==> src/rtl/ps2_line_editor_if.sv <==
// Completed-line handoff between the line editor and the instruction parser.
// The editor drives the line and its length; the parser answers with ready.
interface ps2_line_editor_if #(
   parameter int LINE_DEPTH = 32,
   parameter int CHAR_W     = 8,
   parameter int LEN_W      = $clog2(LINE_DEPTH + 1)
);
   logic                         line_valid_out;
   logic                         line_ready_in;
   logic [LEN_W-1:0]             line_len_out;
   logic [LINE_DEPTH*CHAR_W-1:0] line_out;

   modport master (
      output line_valid_out,
      output line_len_out,
      output line_out,
      input  line_ready_in
   );

   modport slave (
      input  line_valid_out,
      input  line_len_out,
      input  line_out,
      output line_ready_in
   );
endinterface

==> src/rtl/ps2_line_editor.sv <==
// PS/2 keyboard deframer, scan-code to ASCII mapper and single-line editor.
// A finished line is held on line_if until the parser takes it.
module ps2_line_editor #(
   parameter int LINE_DEPTH  = 32,
   parameter int CHAR_W      = 8,
   parameter int SYNC_STAGES = 2,
   parameter int TIMEOUT_CYC = 50000
) (
   input  logic              clk_in,
   input  logic              rst_in,
   input  logic              ps2_clk_in,
   input  logic              ps2_data_in,
   output logic              key_pressed,
   output logic              bksp_pressed,
   output logic [CHAR_W-1:0] character,
   output logic              overflow_out,
   output logic              frame_err_out,
   ps2_line_editor_if.master line_if
);
   localparam int LEN_W = $clog2(LINE_DEPTH + 1);
   localparam int TMO_W = $clog2(TIMEOUT_CYC + 1);

   typedef enum logic [1:0] {
      IDLE, DATA, PARITY, STOP
   } state_t;

   state_t                       r_st, w_st_nxt;
   logic [SYNC_STAGES-1:0]       r_cs, r_ds;
   logic                         r_clk_d;
   logic [7:0]                   r_sr;
   logic                         r_par;
   logic [2:0]                   r_bitcnt;
   logic [TMO_W-1:0]             r_tmo;
   logic                         r_ext, r_brk, r_shift;
   logic                         r_valid;
   logic [LEN_W-1:0]             r_len;
   logic [LINE_DEPTH*CHAR_W-1:0] r_buf;

   logic       w_clk, w_dat, w_fall;
   logic       w_done, w_ferr, w_tmo;
   logic       w_live, w_accept;
   logic [6:0] w_ascii;

   function automatic logic [6:0] f_map(input logic [7:0] c,
                                        input logic sh);
      logic [6:0] a;
      a = '0;
      case (c)
         8'h1C: a = 7'h61; 8'h32: a = 7'h62; 8'h21: a = 7'h63;
         8'h23: a = 7'h64; 8'h24: a = 7'h65; 8'h2B: a = 7'h66;
         8'h34: a = 7'h67; 8'h33: a = 7'h68; 8'h43: a = 7'h69;
         8'h3B: a = 7'h6A; 8'h42: a = 7'h6B; 8'h4B: a = 7'h6C;
         8'h3A: a = 7'h6D; 8'h31: a = 7'h6E; 8'h44: a = 7'h6F;
         8'h4D: a = 7'h70; 8'h15: a = 7'h71; 8'h2D: a = 7'h72;
         8'h1B: a = 7'h73; 8'h2C: a = 7'h74; 8'h3C: a = 7'h75;
         8'h2A: a = 7'h76; 8'h1D: a = 7'h77; 8'h22: a = 7'h78;
         8'h35: a = 7'h79; 8'h1A: a = 7'h7A; 8'h29: a = 7'h20;
         8'h16: a = 7'h31; 8'h1E: a = 7'h32; 8'h26: a = 7'h33;
         8'h25: a = 7'h34; 8'h2E: a = 7'h35; 8'h36: a = 7'h36;
         8'h3D: a = 7'h37; 8'h3E: a = 7'h38; 8'h46: a = 7'h39;
         8'h45: a = 7'h30;
         default: a = '0;
      endcase
      if (sh && a >= 7'h61 && a <= 7'h7A) a = a - 7'h20;
      return a;
   endfunction

   assign w_clk    = r_cs[SYNC_STAGES-1];
   assign w_dat    = r_ds[SYNC_STAGES-1];
   assign w_fall   = r_clk_d & ~w_clk;
   assign w_tmo    = (r_st != IDLE) && !w_fall &&
                     (r_tmo == TMO_W'(TIMEOUT_CYC - 1));
   assign w_ascii  = f_map(r_sr, r_shift);
   assign w_live   = !r_ext && !r_brk && !r_valid;
   assign w_accept = r_valid && line_if.line_ready_in;

   always_ff @(posedge clk_in) begin
      if (rst_in) r_st <= IDLE;
      else        r_st <= w_st_nxt;
   end

   always_comb begin
      w_st_nxt = r_st;
      w_done   = 1'b0;
      w_ferr   = 1'b0;
      unique case (r_st)
         IDLE:   if (w_fall && !w_dat) w_st_nxt = DATA;
         DATA:   if (w_fall && r_bitcnt == 3'd7) w_st_nxt = PARITY;
         PARITY: if (w_fall) w_st_nxt = STOP;
         STOP: begin
            if (w_fall) begin
               w_st_nxt = IDLE;
               if (w_dat && (^{r_sr, r_par})) w_done = 1'b1;
               else                           w_ferr = 1'b1;
            end
         end
         default: w_st_nxt = IDLE;
      endcase
      if (w_tmo) begin
         w_st_nxt = IDLE;
         w_ferr   = 1'b1;
      end
   end

   always_ff @(posedge clk_in) begin
      if (rst_in) begin
         r_cs     <= '1;
         r_ds     <= '1;
         r_clk_d  <= 1'b1;
         r_sr     <= '0;
         r_par    <= 1'b0;
         r_bitcnt <= '0;
         r_tmo    <= '0;
      end else begin
         r_cs    <= {r_cs[SYNC_STAGES-2:0], ps2_clk_in};
         r_ds    <= {r_ds[SYNC_STAGES-2:0], ps2_data_in};
         r_clk_d <= w_clk;
         if (r_st == IDLE || w_fall) r_tmo <= '0;
         else                        r_tmo <= r_tmo + 1'b1;
         if (w_fall) begin
            if (r_st == IDLE) r_bitcnt <= '0;
            if (r_st == DATA) begin
               r_sr     <= {w_dat, r_sr[7:1]};
               r_bitcnt <= r_bitcnt + 1'b1;
            end
            if (r_st == PARITY) r_par <= w_dat;
         end
      end
   end

   // Byte layer and editor: acts on the cycle the stop bit validates.
   always_ff @(posedge clk_in) begin
      if (rst_in) begin
         key_pressed   <= 1'b0;
         bksp_pressed  <= 1'b0;
         character     <= '0;
         overflow_out  <= 1'b0;
         frame_err_out <= 1'b0;
         r_ext         <= 1'b0;
         r_brk         <= 1'b0;
         r_shift       <= 1'b0;
         r_valid       <= 1'b0;
         r_len         <= '0;
         r_buf         <= '0;
      end else begin
         key_pressed   <= 1'b0;
         bksp_pressed  <= 1'b0;
         character     <= '0;
         overflow_out  <= 1'b0;
         frame_err_out <= w_ferr;
         if (w_accept) begin
            r_valid <= 1'b0;
            r_len   <= '0;
            r_buf   <= '0;
         end
         if (w_done) begin
            unique case (1'b1)
               (r_sr == 8'hE0): r_ext <= 1'b1;
               (r_sr == 8'hF0): r_brk <= 1'b1;
               default: begin
                  r_ext <= 1'b0;
                  r_brk <= 1'b0;
                  if (!r_ext && (r_sr == 8'h12 || r_sr == 8'h59))
                     r_shift <= !r_brk;
                  if (w_live) begin
                     unique case (1'b1)
                        (w_ascii != 7'd0): begin
                           if (r_len < LEN_W'(LINE_DEPTH)) begin
                              r_buf[int'(r_len)*CHAR_W +: CHAR_W]
                                 <= CHAR_W'(w_ascii);
                              r_len       <= r_len + 1'b1;
                              key_pressed <= 1'b1;
                              character   <= CHAR_W'(w_ascii);
                           end else begin
                              overflow_out <= 1'b1;
                           end
                        end
                        (r_sr == 8'h66): begin
                           if (r_len != '0) begin
                              r_buf[(int'(r_len)-1)*CHAR_W +: CHAR_W]
                                 <= '0;
                              r_len        <= r_len - 1'b1;
                              bksp_pressed <= 1'b1;
                           end
                        end
                        (r_sr == 8'h5A): r_valid <= 1'b1;
                        default: ;
                     endcase
                  end
               end
            endcase
         end
      end
   end

   assign line_if.line_valid_out = r_valid;
   assign line_if.line_len_out   = r_len;
   assign line_if.line_out       = r_buf;
endmodule

==> src/flat_wrapper.sv <==
// flat-port wrapper written by rule: the top's interface ports become plain ports
module ps2_line_editor_flat 
#(
   parameter int LINE_DEPTH  = 32,
   parameter int CHAR_W      = 8,
   parameter int SYNC_STAGES = 2,
   parameter int TIMEOUT_CYC = 50000
)
  (clk_in, rst_in, ps2_clk_in, ps2_data_in, key_pressed, bksp_pressed, character, overflow_out, frame_err_out, line_if_line_valid_out, line_if_line_len_out, line_if_line_out, line_if_line_ready_in);
  ps2_line_editor_if #(.LINE_DEPTH(LINE_DEPTH), .CHAR_W(CHAR_W)) line_if_i ();
  input  logic clk_in;
  input  logic rst_in;
  input  logic ps2_clk_in;
  input  logic ps2_data_in;
  output logic key_pressed;
  output logic bksp_pressed;
  output logic [CHAR_W-1:0] character;
  output logic overflow_out;
  output logic frame_err_out;
  output wire logic [$bits(line_if_i.line_valid_out)-1:0] line_if_line_valid_out;
  output wire logic [$bits(line_if_i.line_len_out)-1:0] line_if_line_len_out;
  output wire logic [$bits(line_if_i.line_out)-1:0] line_if_line_out;
  input wire logic [$bits(line_if_i.line_ready_in)-1:0] line_if_line_ready_in;
  assign line_if_line_valid_out = line_if_i.line_valid_out;
  assign line_if_line_len_out = line_if_i.line_len_out;
  assign line_if_line_out = line_if_i.line_out;
  assign line_if_i.line_ready_in = line_if_line_ready_in;
  ps2_line_editor #(.LINE_DEPTH(LINE_DEPTH), .CHAR_W(CHAR_W), .SYNC_STAGES(SYNC_STAGES), .TIMEOUT_CYC(TIMEOUT_CYC)) u_core (.clk_in(clk_in), .rst_in(rst_in), .ps2_clk_in(ps2_clk_in), .ps2_data_in(ps2_data_in), .key_pressed(key_pressed), .bksp_pressed(bksp_pressed), .character(character), .overflow_out(overflow_out), .frame_err_out(frame_err_out), .line_if(line_if_i));
endmodule
==> config.mk <==
export PLATFORM = sky130hd
export DESIGN_NAME = ps2_line_editor_flat
export DESIGN_NICKNAME = d
export VERILOG_FILES = /design/src/rtl/ps2_line_editor_if.sv /design/src/rtl/ps2_line_editor.sv /design/src/flat_wrapper.sv
export SDC_FILE = /design/constraint.sdc
export NUM_CORES = 1
export LEC_CHECK = 0
export CORE_AREA = 4 4 288 149
export DETAILED_ROUTE_END_ITERATION = 8
export DIE_AREA = 0 0 292 153
export DONT_BUFFER_PORTS = 1
export SETUP_SLACK_MARGIN = 0.02
export SLEW_MARGIN = 10
export SYNTH_ARGS = -nofsm -noshare
export SYNTH_HDL_FRONTEND = slang
export SYNTH_SLANG_ARGS = --single-unit
==> constraint.sdc <==
create_clock -name clk_in -period 5.75 [get_ports clk_in]
set_input_delay 1.15 -clock clk_in [delete_from_list [all_inputs] [get_ports clk_in]]
set_output_delay 1.15 -clock clk_in [all_outputs]
set_load 0.01 [all_outputs]
* Word level (Yosys, flattened, before mapping)
Memories as Yosys holds them, arrays and structs flattened. A register that Yosys moved wholly into a read port is not among the register bits.
Cells that the tools add are included.
** Storage, ports and cells
- Register bits after elaboration :: 313
- Memory bits (read-only) :: 896
- Input port bits :: 5
- Word-level logic and storage cells :: 143
- Memories :: 1
** Cells by class
- Add/sub/neg operators :: 8
- $lt $le $gt $ge :: 3
- Eq/ne operators :: 15
- Shifts and indexed selects :: 4
- Muxes and demuxes :: 45
- Bitwise logic cells :: 10
- Reduce and logical (&&, ||, !) cells :: 37
** Memories
- (name not given) :: depth 128, bits a word 7, rd ports 1, clocked after Yosys merged registers in 1, wr ports 0, line ps2_line_editor.sv:48 : case (c)
** Operators with widths (number)
- $mux 256 :: 7
- $bwmux 256 :: 2
- $pmux 256 s2 :: 1
- $shift 8x33->256 const A :: 2
- $shiftx 8x33->256 :: 1
- $shiftx 8x33->256 const A :: 1
- $mux 6 :: 6
- $neg 32->33 :: 1
- $neg 9->33 :: 1
- $mux 7 :: 4
- $eq 8x7->1 const B :: 3
- $add 16x1->16 const B :: 1
- $eq 16x16->1 const B :: 1
- $eq 8x8->1 const B :: 2
- $mux 1 :: 15
- $pmux 6 s2 :: 1
- $reduce_or 6->1 :: 2
- $logic_and 1x1->1 :: 11
- $reduce_and 2->1 :: 5
- $not 1->1 :: 9
- $reduce_xor 9->1 :: 1
- $eq 8x5->1 const B :: 1
- $mux 2 :: 4
- $ne 2x1->1 const B :: 4
- 25 further kinds :: 36

* Logic depth before layout (Yosys ltp)
- Depth after elaboration :: 12
- Mapped depth :: 19

* Least setup slack after synthesis
No wires, ideal clock.
- Path type :: register -> register
- Start point :: register u_core.r_len[0] (netlist: u_core.line_if.line_len_out[0])
- End point :: register u_core.r_buf[217] (netlist: u_core.line_if.line_out[217])
- Library setup time :: 59 ps
- Arrival time :: 4363 ps
- Required time :: 5691 ps
- Setup slack :: 1327 ps
- Stages on the path, launching flop included :: 16
- Path buffers :: 2
- Path through :: dfxtp_1 buf_2 buf_2 inv_1 ha_1 xnor2_1 nand2_1 or2_2 ha_1 nor4b_1 and3_1 o21ai_1 nor3_1 a311o_1 a21oi_1 a22o_1
** Between the ends
- Longest elaborated chain between the ends :: 9
- Elaborated cells between the ends (all ways) :: 17
- Classes of those cells :: add/sub (3); order compare (1); shift (4); mux (8); reduce/logical (1)
** RTL lines
- start, declared :: line ps2_line_editor.sv:36 : logic [LEN_W-1:0] r_len;
- start signal, assigned :: line ps2_line_editor.sv:171 : r_len <= r_len + 1'b1;
- start signal, assigned :: line ps2_line_editor.sv:182 : r_len <= r_len - 1'b1;
- $sub 6x1->7 :: line ps2_line_editor.sv:180 : r_buf[(int'(r_len)-1)*CHAR_W +: CHAR_W]
- $neg 32->33 :: line ps2_line_editor.sv:180
- $shiftx 8x33->256 or $shift 8x33->256 (tied branches) :: line ps2_line_editor.sv:180
- $bwmux 256 :: line ps2_line_editor.sv:180
- $mux 256 :: line ps2_line_editor.sv:179 : if (r_len != '0) begin
- $pmux 256 s2 (*) :: line ps2_line_editor.sv:166 : unique case (1'b1)
- $mux 256 (*) :: line ps2_line_editor.sv:165 : if (w_live) begin
- $mux 256 (*) :: line ps2_line_editor.sv:157 : unique case (1'b1)
- $mux 256 (*) :: line ps2_line_editor.sv:156 : if (w_done) begin
- end signal, assigned :: line ps2_line_editor.sv:144 : r_buf <= '0;
- end signal, assigned :: line ps2_line_editor.sv:154 : r_buf <= '0;
- end, declared :: line ps2_line_editor.sv:37 : logic [LINE_DEPTH*CHAR_W-1:0] r_buf;
Mark *: on every way between the ends. The rest lies on a longest branch, timed or not.
A chain may end at the register's enable or synchronous reset.

* Worst setup path after layout
- Start point :: register u_core.r_len[0] (netlist: u_core.line_if.line_len_out[0])
- End point :: register u_core.r_buf[200] (netlist: u_core.line_if.line_out[200])
The elaborated chain is that of the path after synthesis.

==> results.sh <==
export IMPL_synth_mux_area_frac=0.0139
export IMPL_drt_wl_total_um=81000
export IMPL_cp_max_fo=11
export IMPL_wire_per_inst_um=31.2
export IMPL_grt_use_total=0.343
export IMPL_power_per_cell_area_nw_per_um2=232
export IMPL_globalRouteOverflowTotal=0
export IMPL_synth_simple_area_share=0.216
export IMPL_path_cells="inv_1 -> ha_1 -> nor2_1 -> a32o_1 -> nand2_1 -> or2_2 -> inv_1 -> ha_1 -> nor4b_1 -> and3_1 -> o21ai_1 -> buf_4 -> nor4_1 -> a31oi_1 -> o21bai_1 -> o22ai_1"
export IMPL_fp_dieH_um=153
export IMPL_dpl_hpwl_um=59400
export IMPL_critPathLaunchType="flop"
export IMPL_core_area_um2=40100
export IMPL_final_setup_viol_count=0
export IMPL_outcome="completed"
export IMPL_cts_tree="yes"
export IMPL_via_per_inst=6.82
export IMPL_grt_pass1_vias=15900
export IMPL_yosys_cell_types_count=98
export IMPL_slew_headroom=0.0783
export IMPL_io_pins=280
export IMPL_ant_nets=0
export IMPL_insertion_delay_ns=0.60
export IMPL_p_total_mw=4.26
export IMPL_cts_buffer_depth=3
export IMPL_tightestPinTransition_ns=1.37
export IMPL_die_w_um=292
export IMPL_io_buffers=0
export IMPL_synth_top_family_by_area="compound AO/OA/AOI/OAI gates"
export IMPL_cp_end_kind="flop"
export IMPL_finalClockSkew_ns=0.0215
export IMPL_cts_resized=0
export IMPL_ys_ff_latch=319
export IMPL_timing_final_crit_share=0.854
export IMPL_drive_gt1_frac=0.0940
export IMPL_synth_xor_area_frac=0.0230
export IMPL_rr_worst_depth=16
export IMPL_ys_flop_type="dfxtp_1"
export IMPL_slowest_delay_ns=0.57
export IMPL_synthTopCellsByArea="dfxtp_1, nand2_1, o21ai_0, nor2_1, a21oi_1"
export IMPL_rows=52
export IMPL_first_iter_violations=2914
export IMPL_fmax_mhz=204
export IMPL_min_period_ns=4.91
export IMPL_async_reset_ff_frac=0
export IMPL_synthesis_area_um2=16700
export IMPL_syn_inst=2073
export IMPL_ys_seq_area_frac=0.382
export IMPL_nets=2064
export IMPL_hp_class="reg2reg"
export IMPL_multi_input_area_um2=9590
export IMPL_finalHoldViolations=0
export IMPL_synth_fa_ha_area_frac=0.0202
export IMPL_critPathRequiredTime_ns=6.18
export IMPL_cts_root_buf="clkbuf_16"
export IMPL_synth_compound_area_frac=0.296
export IMPL_cp_arrival_ns=5.33
export IMPL_cts_buffers=29
export IMPL_path_clk_slew_ns=0.07
export IMPL_synth_top_area_frac=0.382
export IMPL_globalplace_congestion=1.04
export IMPL_syn_nets=2105
export IMPL_n_fill_cell=4086
export IMPL_synth_area_leader_cell="dfxtp_1"
export IMPL_rsz0062_at_grt="no"
export IMPL_synth_warnings=0
export IMPL_grt_pass1_wl_um=116000
export IMPL_setup_tns_ns=0
export IMPL_antenna_found_initial=3
export IMPL_die_area_um2=44700
export IMPL_first_pass_iters=8
export IMPL_synth_area_per_cell_um2=8.06
export IMPL_critical_path_class="reg2reg"
export IMPL_cts_setup_buffers=0
export IMPL_slew_viol_final=0
export IMPL_grt_max_degree=98
export IMPL_cts_sinks=319
export IMPL_initial_core_util=0.416
export IMPL_drv_cap=0
export IMPL_vdd_drop_max_v=0.000202
export IMPL_final_seq_area_um2=6390
export IMPL_area_delta_synth_final_pct=9.84
export IMPL_drcViolationCount=0
export IMPL_crit_slowest_cell="o21bai_1"
export IMPL_p_leak_nw=6.11
export IMPL_synth_edf_count=0
export IMPL_num_vias=17700
export IMPL_min_path_cells=1
export IMPL_postCtsHoldBufs=0
export IMPL_htree_levels=1
routing by layer:
layer	vias up	GRT usage	share of wire
met3	221	0.132	0.14
met5	-	0.0148	0.0016
met4	6	0.105	0.039
li1	7630	-	-
met2	1246	0.485	0.40
met1	8606	0.478	0.41
synth_stat cells (all sizes together) (44+ instances only):
| master | instances |
|---|---|
| nor3 | 57 |
| nand3 | 71 |
| dfxtp | 319 |
| o22ai | 54 |
| clkbuf | 113 |
| o21ai | 145 |
| nor2 | 175 |
| nand2 | 260 |
| a21oi | 132 |
| a31oi | 48 |
| inv | 56 |
| o2bb2ai | 44 |
flip-flops by register name, indices dropped and copies added (netlist names), 2 cells and up, named ones only:
register,flops
u_core.line_if.line_len_out,6
u_core.character,7
u_core.r_ds,2
u_core.r_cs,2
u_core.r_bitcnt,3
u_core.r_sr,8
u_core.r_tmo,16
u_core.r_st,2
u_core.line_if.line_out,256
layout make-up:
cell class | instances | area share
Antenna cell | 1 | 0.000136
Clock buffer | 42 | 0.0476
Clock inverter | 11 | 0.00361
Inverter | 57 | 0.0117
Multi-Input combinational cell | 1552 | 0.522
Sequential cell | 319 | 0.348
Tap cell | 540 | 0.0368
Timing Repair Buffer | 73 | 0.0299
path summary, 6_finish.rpt:
path	startpoint	endpoint	slack, ns
worst max-delay path	u_core.line_if.line_len_out[0]$_SDFF_PP0_	u_core.line_if.line_out[200]$_SDFF_PP0_	0.84
worst min register to register	u_core.r_cs[0]$_SDFF_PP1_	u_core.r_cs[1]$_SDFF_PP1_	0.42
worst max register to register	u_core.line_if.line_len_out[0]$_SDFF_PP0_	u_core.line_if.line_out[200]$_SDFF_PP0_	0.84
worst min-delay path	u_core.r_cs[0]$_SDFF_PP1_	u_core.r_cs[1]$_SDFF_PP1_	0.42
cell usage in the layout, fill, tap and decap left out, types with 34 or more instances in the layout:
master	Yosys	layout
o21ai_0	134	134
nor3_1	55	53
nand2_1	260	259
o22ai_1	54	54
nor2_1	174	172
a211oi_1	34	34
inv_1	55	55
buf_4	4	73
nand3_1	70	70
a21oi_1	130	129
dfxtp_1	319	319
o2bb2ai_1	43	43
a31oi_1	48	48
worst max-delay path: cells and delay by family (launching register included):
family / cells / cell delay (ns)
adders and majority gates: 2 / 0.64
DFF: 1 / 0.47
buffers and inverters: 3 / 0.44
AOI/OAI and AO/OA: 5 / 1.47
and+or+nand+nor: 6 / 1.69
cells by family after synthesis:
family / after synthesis
AO/OA/AOI/OAI: 716
XOR/XNOR: 38
adder cells (fa/ha/maj): 27
buffers and inverters: 202
flip-flops: 319
multiplexers: 23
other: 1
AND/OR/NAND/NOR: 747
where the power goes:
group          switching, mW  internal [mW]  leakage, nW
Clock                  0.932           1.05        0.465
Sequential           0.00130           2.21         2.57
Combinational         0.0461         0.0120         3.08
metrics by stage:
| stage | cell area (µm²) | hold slack (ns) | utilization | cells | worst slack, ns |
|---|---|---|---|---|---|
| global placement | 17400 | 0.396 | 0.434 | 2541 | 1.10 |
| CTS | 18400 | 0.420 | 0.457 | 2594 | 1.00 |
| floorplan | 16700 | 0.389 | - | 2073 | 1.33 |
| detailed placement | 17400 | 0.398 | 0.434 | 2541 | 1.03 |
| global route | 18400 | 0.430 | 0.457 | 2594 | 0.530 |
| finish | 18400 | 0.421 | 0.457 | 2595 | 0.842 |
Note: power is estimated with default switching activity, not from simulation.
